## src/rtl/apb_pkg.sv

```systemverilog
// Shared types and helpers for the APB memory completer and its address decoder.
package apb_pkg;

  typedef enum logic {
    IDLE   = 1'b0,
    ACCESS = 1'b1
  } apb_state_e;

  localparam int PPROT_PRIV = 0;

  function automatic int strb_w(input int data_w);
    return data_w / 8;
  endfunction

  function automatic int lsb_w(input int data_w);
    return $clog2(data_w / 8);
  endfunction

endpackage

```

## src/rtl/apb_addr_check.sv

```systemverilog
// Combinational decode of an APB request into a word index and the four error terms.
module apb_addr_check
  import apb_pkg::*;
#(
  parameter int DATA_W    = 32,
  parameter int ADDR_W    = 32,
  parameter int DEPTH     = 16,
  parameter int PRIV_ONLY = 0
) (
  input  logic [ADDR_W-1:0]          paddr,
  input  logic                       pwrite,
  input  logic [strb_w(DATA_W)-1:0]  pstrb,
  input  logic [2:0]                 pprot,
  output logic [$clog2(DEPTH)-1:0]   index,
  output logic                       err_align,
  output logic                       err_range,
  output logic                       err_prot,
  output logic                       err_strb
);

  localparam int LSB   = lsb_w(DATA_W);
  localparam int IDX_W = $clog2(DEPTH);

  logic [ADDR_W-1:0] word_addr;
  logic              unused_prot;

  assign word_addr = paddr >> LSB;
  assign index     = paddr[LSB +: IDX_W];
  assign err_range = (word_addr >= ADDR_W'(DEPTH));
  assign err_prot  = (PRIV_ONLY != 0) && !pprot[PPROT_PRIV];
  assign err_strb  = !pwrite && (pstrb != '0);

  // Only the privileged bit of PPROT carries meaning here.
  assign unused_prot = ^pprot[2:1];

  generate
    if (LSB == 0) begin : g_no_align
      assign err_align = 1'b0;
    end else begin : g_align
      assign err_align = (paddr[LSB-1:0] != '0);
    end
  endgenerate

endmodule

```

## src/rtl/apb_mem_slave.sv

```systemverilog
// APB4 completer backed by a DEPTH x DATA_W byte-strobed store with wait states and PSLVERR.
// Handshake: a transfer completes on the rising PCLK edge where PSEL & PENABLE & PREADY are all 1;
// PRDATA and PSLVERR are meaningful only while PREADY=1, and dropping PSEL mid-access aborts silently.
module apb_mem_slave
  import apb_pkg::*;
#(
  parameter int DATA_W      = 32,
  parameter int ADDR_W      = 32,
  parameter int DEPTH       = 16,
  parameter int WAIT_STATES = 0,
  parameter int PRIV_ONLY   = 0
) (
  input  logic                       PCLK,
  input  logic                       PRESETn,
  input  logic                       PSEL,
  input  logic                       PENABLE,
  input  logic                       PWRITE,
  input  logic [ADDR_W-1:0]          PADDR,
  input  logic [DATA_W-1:0]          PWDATA,
  input  logic [strb_w(DATA_W)-1:0]  PSTRB,
  input  logic [2:0]                 PPROT,
  output logic [DATA_W-1:0]          PRDATA,
  output logic                       PREADY,
  output logic                       PSLVERR,
  output apb_state_e                 dbg_state
);

  localparam int STRB_W = strb_w(DATA_W);
  localparam int IDX_W  = $clog2(DEPTH);
  localparam int CNT_W  = 4;

  apb_state_e         state_q, state_d;
  logic [CNT_W-1:0]   cnt_q, cnt_d;
  logic               pready_q, pready_d;
  logic               pslverr_q, pslverr_d;
  logic [DATA_W-1:0]  prdata_q, prdata_d;

  logic [IDX_W-1:0]   idx_q;
  logic               err_q;
  logic               write_q;
  logic [STRB_W-1:0]  strb_q;
  logic [DATA_W-1:0]  mem_q [DEPTH];

  logic [IDX_W-1:0]   dec_idx;
  logic               dec_align, dec_range, dec_prot, dec_strb, dec_err;

  logic               setup_edge;
  logic               capture;
  logic               commit;
  logic [IDX_W-1:0]   rsp_idx;
  logic               rsp_err;
  logic               rsp_wr;
  logic [DATA_W-1:0]  rsp_data;

  apb_addr_check #(
    .DATA_W    (DATA_W),
    .ADDR_W    (ADDR_W),
    .DEPTH     (DEPTH),
    .PRIV_ONLY (PRIV_ONLY)
  ) u_addr_check (
    .paddr     (PADDR),
    .pwrite    (PWRITE),
    .pstrb     (PSTRB),
    .pprot     (PPROT),
    .index     (dec_idx),
    .err_align (dec_align),
    .err_range (dec_range),
    .err_prot  (dec_prot),
    .err_strb  (dec_strb)
  );

  assign dec_err    = dec_align | dec_range | dec_prot | dec_strb;
  assign setup_edge = PSEL && !PENABLE && (state_q == IDLE);

  // With zero wait states the response is loaded on the setup edge itself, before the capture lands.
  assign rsp_idx  = (state_q == IDLE) ? dec_idx : idx_q;
  assign rsp_err  = (state_q == IDLE) ? dec_err : err_q;
  assign rsp_wr   = (state_q == IDLE) ? PWRITE  : write_q;
  assign rsp_data = (!rsp_wr && !rsp_err) ? mem_q[rsp_idx] : '0;

  always_comb begin
    state_d   = state_q;
    cnt_d     = cnt_q;
    pready_d  = pready_q;
    pslverr_d = pslverr_q;
    prdata_d  = prdata_q;
    capture   = 1'b0;
    commit    = 1'b0;
    case (state_q)
      IDLE: begin
        pready_d = 1'b0;
        if (setup_edge) begin
          capture = 1'b1;
          state_d = ACCESS;
          if (WAIT_STATES == 0) begin
            pready_d  = 1'b1;
            pslverr_d = rsp_err;
            prdata_d  = rsp_data;
          end else begin
            cnt_d = CNT_W'(WAIT_STATES);
          end
        end
      end
      ACCESS: begin
        if (!PSEL) begin
          state_d   = IDLE;
          cnt_d     = '0;
          pready_d  = 1'b0;
          pslverr_d = 1'b0;
        end else if (PENABLE) begin
          if (!pready_q) begin
            if (cnt_q > CNT_W'(1)) begin
              cnt_d = cnt_q - CNT_W'(1);
            end else begin
              cnt_d     = '0;
              pready_d  = 1'b1;
              pslverr_d = rsp_err;
              prdata_d  = rsp_data;
            end
          end else begin
            commit    = write_q && !err_q;
            pready_d  = 1'b0;
            pslverr_d = 1'b0;
            state_d   = IDLE;
          end
        end
      end
      default: state_d = IDLE;
    endcase
  end

  always_ff @(posedge PCLK or negedge PRESETn) begin
    if (!PRESETn) begin
      state_q   <= IDLE;
      cnt_q     <= '0;
      pready_q  <= 1'b0;
      pslverr_q <= 1'b0;
      prdata_q  <= '0;
      idx_q     <= '0;
      err_q     <= 1'b0;
      write_q   <= 1'b0;
      strb_q    <= '0;
      for (int i = 0; i < DEPTH; i++) begin
        mem_q[i] <= '0;
      end
    end else begin
      state_q   <= state_d;
      cnt_q     <= cnt_d;
      pready_q  <= pready_d;
      pslverr_q <= pslverr_d;
      prdata_q  <= prdata_d;
      if (capture) begin
        idx_q   <= dec_idx;
        err_q   <= dec_err;
        write_q <= PWRITE;
        strb_q  <= PSTRB;
      end
      // Write data is taken from the bus at the completion edge; lanes come from the setup-edge strobes.
      if (commit) begin
        for (int b = 0; b < STRB_W; b++) begin
          if (strb_q[b]) begin
            mem_q[idx_q][8*b +: 8] <= PWDATA[8*b +: 8];
          end
        end
      end
    end
  end

  assign PRDATA    = prdata_q;
  assign PREADY    = pready_q;
  assign PSLVERR   = pslverr_q;
  assign dbg_state = state_q;

endmodule

```

## config.mk

```make
export PLATFORM = sky130hd
export DESIGN_NAME = apb_mem_slave
export DESIGN_NICKNAME = d
export VERILOG_FILES = /design/src/rtl/apb_pkg.sv /design/src/rtl/apb_addr_check.sv /design/src/rtl/apb_mem_slave.sv
export SDC_FILE = /design/constraint.sdc
export NUM_CORES = 1
export LEC_CHECK = 0
export BUFFER_PORTS_ARGS = -buffer_cell sky130_fd_sc_hd__buf_2
export CAP_MARGIN = 40
export CORE_ASPECT_RATIO = 1.2
export CORE_MARGIN = 4
export CORE_UTILIZATION = 47
export CTS_CLUSTER_SIZE = 24
export DETAILED_ROUTE_END_ITERATION = 10
export HOLD_SLACK_MARGIN = 0.05
export PLACE_DENSITY = 0.62
export RECOVER_POWER = 100
export SLEW_MARGIN = 5
export SYNTH_ARGS = -nofsm -noshare
export SYNTH_HDL_FRONTEND = slang
export SYNTH_SLANG_ARGS = --single-unit
```

## constraint.sdc

```tcl
create_clock -name PCLK -period 2.43 [get_ports PCLK]
set_input_delay 0.243 -clock PCLK [delete_from_list [all_inputs] [get_ports PCLK]]
set_output_delay 0.243 -clock PCLK [all_outputs]
set_load 0.01 [all_outputs]
```

==> impl_metrics.json, run 1 <==
{
  "outcome": "finished with violations",
  "violations": "max-capacitance violations, max-slew violations, negative setup slack",
  "io_buffers": 107,
  "min_from": "PWDATA[30]",
  "crit_path_end_kind": "flip-flop",
  "root_buffer": "clkbuf_16",
  "hold_violations": 0,
  "switchingPower_mw": 4.83,
  "required_ps": 2920,
  "route.met2.wl_mm": 29.4,
  "ios": 111,
  "syn_nets": 1684,
  "setup_ws_ps": -48.7,
  "r2r-end": "mem_q[287]",
  "start_kind": "flip-flop",
  "num_rows": 92,
  "die_x_um": 218,
  "maxSlewHeadroom_pct": -26.6,
  "firstDrtPassIters": 4,
  "arrival_ps": 2970,
  "finalNonFillerCells": 2540,
  "syn_avg_cell_area_um2": 15.5,
  "drive_gt1_share_pct": 51.9,
  "fin_crit_ps": 2480,
  "rsz0062_at_grt": "yes",
  "synth_edf_count": 0,
  "ys_warn_count": 0,
  "syn_inst": 1606,
  "dieArea_mm2": 0.0568,
  "r2r_cells": 8,
  "ys_ff_latch": 561,
  "num_vias": 14600,
  "wl_per_cell_um": 23.2,
  "p_leak_nw": 14.4,
  "ys_seq_area_share_pct": 56.4,
  "start_util_pct": 47.5,
  "cts.clk_slew.worst_paths_ps": 60,
  "synth_area_mm2": 0.0249,
  "numCtsBuffers": 57,
  "ant_nets": 0,
  "clock_path_buffers": 3,
  "worstSkewPairLatency_ps": 610,
  "vdd_drop_max_uv": 563,
  "core_area_mm2": 0.0525,
  "switching_share_pct": 23.5,
  "fmax_ghz": 0.403,
  "fin_skew_ps": 14.6,
  "final_max_slew_viol_count": 60,
  "min_period_over_period_pct": 102,
  "grt_max_degree": 68,
  "dp_hpwl_mm": 39.4,
  "grt_antenna_before_repair": 2,
  "met3_length_mm": 2.52,
  "criticalPathCategory": "reg -> reg",
  "seqPwrFrac_pct": 46.2,
  "finalSetupViolations": 50,
  "die_h_um": 260,
  "nFillCells": 4335,
  "cts.sinks": 561,
  "p_int_mw": 15.7,
  "drv_cap": 1,
  "grt_pass1_vias": 16000,
  "synth-async-reset-ratio_pct": 100,
  "via_per_inst": 5.73,
  "holdCritPathClass": "in -> reg",
  "ys_types": 29,
  "post-route-drc-count": 0,
  "p_per_area_mw_per_mm2": 704,
  "grt_overflow": 0,
  "hold_ws_ps": 80.1,
  "dp.cells": 2406,
  "grtUsageTotal_pct": 21.2,
  "routed.top_layer": "met5",
  "place.gp.congestion": 0.816,
  "whs_endpoint": "mem_q[382]",
  "cts-htree-levels": 2,
  "r2r_start": "dbg_state",
  "cts_tree": "yes",
  "reg2reg_setup_slack_ps": -50,
  "path_max_fanout": 17,
  "hold_depth": 2,
  "dr.first_iter.drc_count": 941,
  "routed_wl_mm": 58.9,
  "pwr-share-clk_pct": 45.3,
  "synth_ff_type": "dfrtp_1",
  "power_frac_comb_pct": 8.4,
  "nets": 1865,
  "grt_pass1_wl_mm": 92.9,
  "tightest_slew_ps": 1900,
  "syn2layout_area_growth_pct": 17.1,
  "met1_length_mm": 25.8
}
-- flip-flops by register name, summed over array words and instances (netlist names) --
signal	flops
err_q	1
strb_q	4
mem_q	512
cnt_q	4
PSLVERR	1
idx_q	4
PRDATA	32
dbg_state	1
PREADY	1
write_q	1
-- per-layer routing --
metal,GRT usage [%],up-vias
met4,4.86,2
met3,3.69,83
met2,35.8,277
met1,28.9,7771
met5,0,-
li1,-,6423
-- cell type report --
type | count | area [um^2] | share of cell area (%)
inverters | 7 | 26.3 | 0.0901
clock inverters | 25 | 349 | 1.20
well taps | 705 | 882 | 3.02
flip-flops and latches | 561 | 14000 | 48.1
multi-input cells | 946 | 10600 | 36.5
repair buffers | 214 | 1560 | 5.35
diodes | 1 | 2.50 | 0.00858
clock buffers | 81 | 1670 | 5.72
-- worst max path at each step --
stage                     startpoint         end  slack, ps  cells past startpoint
final                      dbg_state  mem_q[287]        -50                      8
after global placement      idx_q[1]  mem_q[477]       -120                      4
after global routing       dbg_state   mem_q[56]       -120                      8
after detailed placement    idx_q[3]  mem_q[381]        -60                      4
after CTS                  dbg_state   mem_q[56]         -7                      8
after floorplan            dbg_state  PRDATA[13]        110                      8
-- Yosys cell counts (3+ instances only) --
cell	number	share of area, %
dfrtp_1	561	56
mux2_2	521	24
mux4_2	124	11
nand2_1	105	1.6
clkbuf_1	65	0.98
a22oi_1	62	1.9
a22o_1	33	1.2
nor2_1	25	0.38
buf_2	20	0.40
mux2i_1	19	0.76
nor3_1	10	0.20
nor4_1	9	0.23
buf_4	7	0.21
inv_1	7	0.11
o21ai_0	7	0.14
nand2b_1	5	0.13
a21oi_1	4	0.080
and2_1	4	0.10
nand4_1	3	0.075
o22ai_1	3	0.075
-- kinds of logic after synthesis --
logic type	synth area share (%)
muxes	35.6
DFF	56.4
AOI/OAI and AO/OA	3.48
adders and majority gates	0.100
buffers and inverters	1.70
and+or+nand+nor	2.78
-- power groups by stage --
stage / Clock [mW] / Sequential, mW / Combinational (mW)
after floorplan: 0 / 9.62 / 0.829
after global placement: 0 / 9.65 / 1.68
after detailed placement: 0 / 9.65 / 1.71
after CTS: 9.55 / 9.48 / 1.73
after global routing: 9.94 / 9.49 / 1.88
final: 9.31 / 9.48 / 1.73
-- metrics by stage --
step | utilization, % | power [mW] | setup slack (ps) | TNS (ps) | cell area (um^2)
after global routing | 55.6 | 21.3 | -121 | -26530 | 29200
after floorplan | - | 10.4 | 114 | 0 | 24900
after CTS | 55.4 | 20.8 | -7.29 | -33.5 | 29100
final | 55.6 | 20.5 | -48.7 | -940 | 29200
after global placement | 51.3 | 11.3 | -123 | -4220 | 26900
after detailed placement | 51.3 | 11.4 | -57.5 | -666 | 26900
-- worst max-delay path, cell delays in order (launching register included) --
cell	delay, ps
dfrtp_1	410
buf_4	170
buf_4	250
nand2b_1	100
nor2_1	200
and2_1	200
buf_4	230
nand2_1	370
mux2_2	410
-- cells in the final DEF (no fill, tap or decap), types with 11 or more instances in the layout --
cell and count:
a22o_1 32, a22oi_1 58, buf_12 19, buf_2 73, buf_4 59, clkbuf_1 48, clkbuf_16 59, clkbuf_8 11
clkinv_2 12, dfrtp_1 561, dlygate4sd3_1 12, mux2_2 521, mux2i_1 17, mux4_2 124, nand2_1 74, nand2_2 31
nor2_1 24
-- repair_timing --
item,CTS,global route
hold buffers,12,0
buffers inserted,0,15
resized for setup,3,35
endpoints found under the hold margin,86,0
setup endpoints to repair,35,452
Power figures use the tool's default switching activity.
==> inputs of run 2 (changes only) <==
==> constraint.sdc (replaced) <==
create_clock -name PCLK -period 2.95 [get_ports PCLK]
set_input_delay 0.295 -clock PCLK [delete_from_list [all_inputs] [get_ports PCLK]]
set_output_delay 0.295 -clock PCLK [all_outputs]
set_load 0.01 [all_outputs]
==> run 2 against run 1 <==
Net effect:
- the run ends with max-slew violations left
- critical endpoint is now PRDATA[15]
- highest routed layer unchanged
- largest power group unchanged
- clock skew up 2.2 ps
- core utilization down 1.3 points
- non-clock buffer count fell by 20
==> impl_metrics.json, run 2 (synthesized netlist as in run 1, its figures left out) <==
{
  "grt_overflow": 0,
  "tns_ps": 0,
  "violations": "max-slew violations",
  "outcome": "finished with violations",
  "root_buffer": "clkbuf_16",
  "numCtsBuffers": 56,
  "drv_cap": 0,
  "wl_per_cell_um": 23.3,
  "p_leak_nw": 14.0,
  "ant_nets": 0,
  "finalSetupViolations": 0,
  "max_flop_register": "mem_q",
  "dr.first_iter.drc_count": 850,
  "worstSkewPairLatency_ps": 600,
  "setup_ws_ps": 250,
  "cts.sinks": 561,
  "start_util_pct": 47.5,
  "mostFrequentLayoutCells": "dfrtp_1 (561), mux2_2 (521), mux4_2 (124), nand2_1 (105)",
  "ios": 111,
  "path_max_fanout": 26,
  "fin_crit_ps": 2700,
  "final_max_slew_viol_count": 29,
  "hold_ws_ps": 89.9,
  "firstDrtPassIters": 5,
  "maxSlewHeadroom_pct": -0.273,
  "cts.clk_slew.worst_paths_ps": 60,
  "grt_pass1_wl_mm": 92.2,
  "grtUsageTotal_pct": 21.0,
  "p_total_mw": 16.1,
  "syn2layout_area_growth_pct": 14.3,
  "dp_slack_ps": 182,
  "die_x_um": 218,
  "cts-htree-levels": 2,
  "required_ps": 3440,
  "final_cell_area_mm2": 0.0285,
  "fin_skew_ps": 16.9,
  "die_h_um": 260,
  "arrival_ps": 3180,
  "core_area_mm2": 0.0525,
  "hold_violations": 0,
  "drive_gt1_share_pct": 47.9,
  "crit_path_end_kind": "flip-flop",
  "vdd_drop_max_uv": 515,
  "tightest_slew_ps": 1500,
  "post-route-drc-count": 0,
  "num_vias": 14400,
  "fmax_ghz": 0.370,
  "finalNonFillerCells": 2511,
  "grt_pass1_vias": 15700,
  "nets": 1844,
  "routed_wl_mm": 58.6,
  "grt_antenna_before_repair": 3,
  "criticalPathCategory": "reg -> reg",
  "dieArea_mm2": 0.0568,
  "grt_max_degree": 96,
  "io_buffers": 107,
  "utilization_pct": 54.2,
  "final_common_cell": "dfrtp_1",
  "cts_tree": "yes",
  "start_kind": "flip-flop",
  "place.gp.congestion": 0.814,
  "num_rows": 92,
  "min_period_over_period_pct": 91.5,
  "clock_path_buffers": 3,
  "via_per_inst": 5.75,
  "dp_hpwl_mm": 38.4,
  "p_per_area_mw_per_mm2": 564,
  "rsz0062_at_grt": "no",
  "dp.cells": 2402,
  "holdCritPathClass": "in -> reg",
  "largest_register_ffs": 512,
  "place_area_mm2": 0.0268
}
run 2: final cells by class:
type                    instances  area [um^2]
repair buffers                194         1180
diodes                          1         2.50
clock inverters                14         97.6
well taps                     705          882
clock buffers                  83         1700
fillers                      4404        24000
flip-flops and latches        561        14000
inverters                       7         26.3
multi-input cells             946        10500
run 2: what timing repair did:
| item | in CTS | in global routing |
|---|---|---|
| buffers inserted | 0 | 0 |
| hold buffers | 11 | 0 |
| setup endpoints to repair | 0 | 8 |
| resized for setup | 0 | 2 |
| hold endpoints to repair | 89 | 0 |
run 2: per-layer routing:
| layer | GRT usage [%] | wire length, um | vias up |
|---|---|---|---|
| met5 | 0 | 25 | - |
| met2 | 35.4 | 29300 | 242 |
| met1 | 28.9 | 25900 | 7762 |
| met4 | 4.64 | 922 | 4 |
| li1 | - | - | 6358 |
| met3 | 3.65 | 2460 | 65 |
run 2: final timing paths:
| kind | slack [ps] | to | cells past startpoint | startpoint |
|---|---|---|---|---|
| setup / recovery | 250 | PRDATA[15] | 7 | dbg_state |
| hold / removal | 90 | PREADY | 4 | PENABLE |
| setup reg to reg | 250 | PRDATA[15] | 7 | dbg_state |
| hold reg to reg | 500 | mem_q[195] | 1 | mem_q[195] |
| max in group asynchronous | 650 | PRDATA[7] | 3 | PRESETn |
| min in group asynchronous | 550 | mem_q[313] | 2 | PRESETn |
run 2: power by group:
group | switching [mW] | total (mW) | internal (mW)
clock | 2.94 | 6.98 | 4.04
combinational | 0.839 | 1.26 | 0.421
sequential | 0.0643 | 7.82 | 7.75
run 2: worst max-delay path, stage by stage (launching register included):
cell and delay, ps:
dfrtp_1 480, mux2i_4 370, buf_12 160, buf_6 350, mux4_2 550, a22oi_1 330, nand2_1 130, a22o_1 210
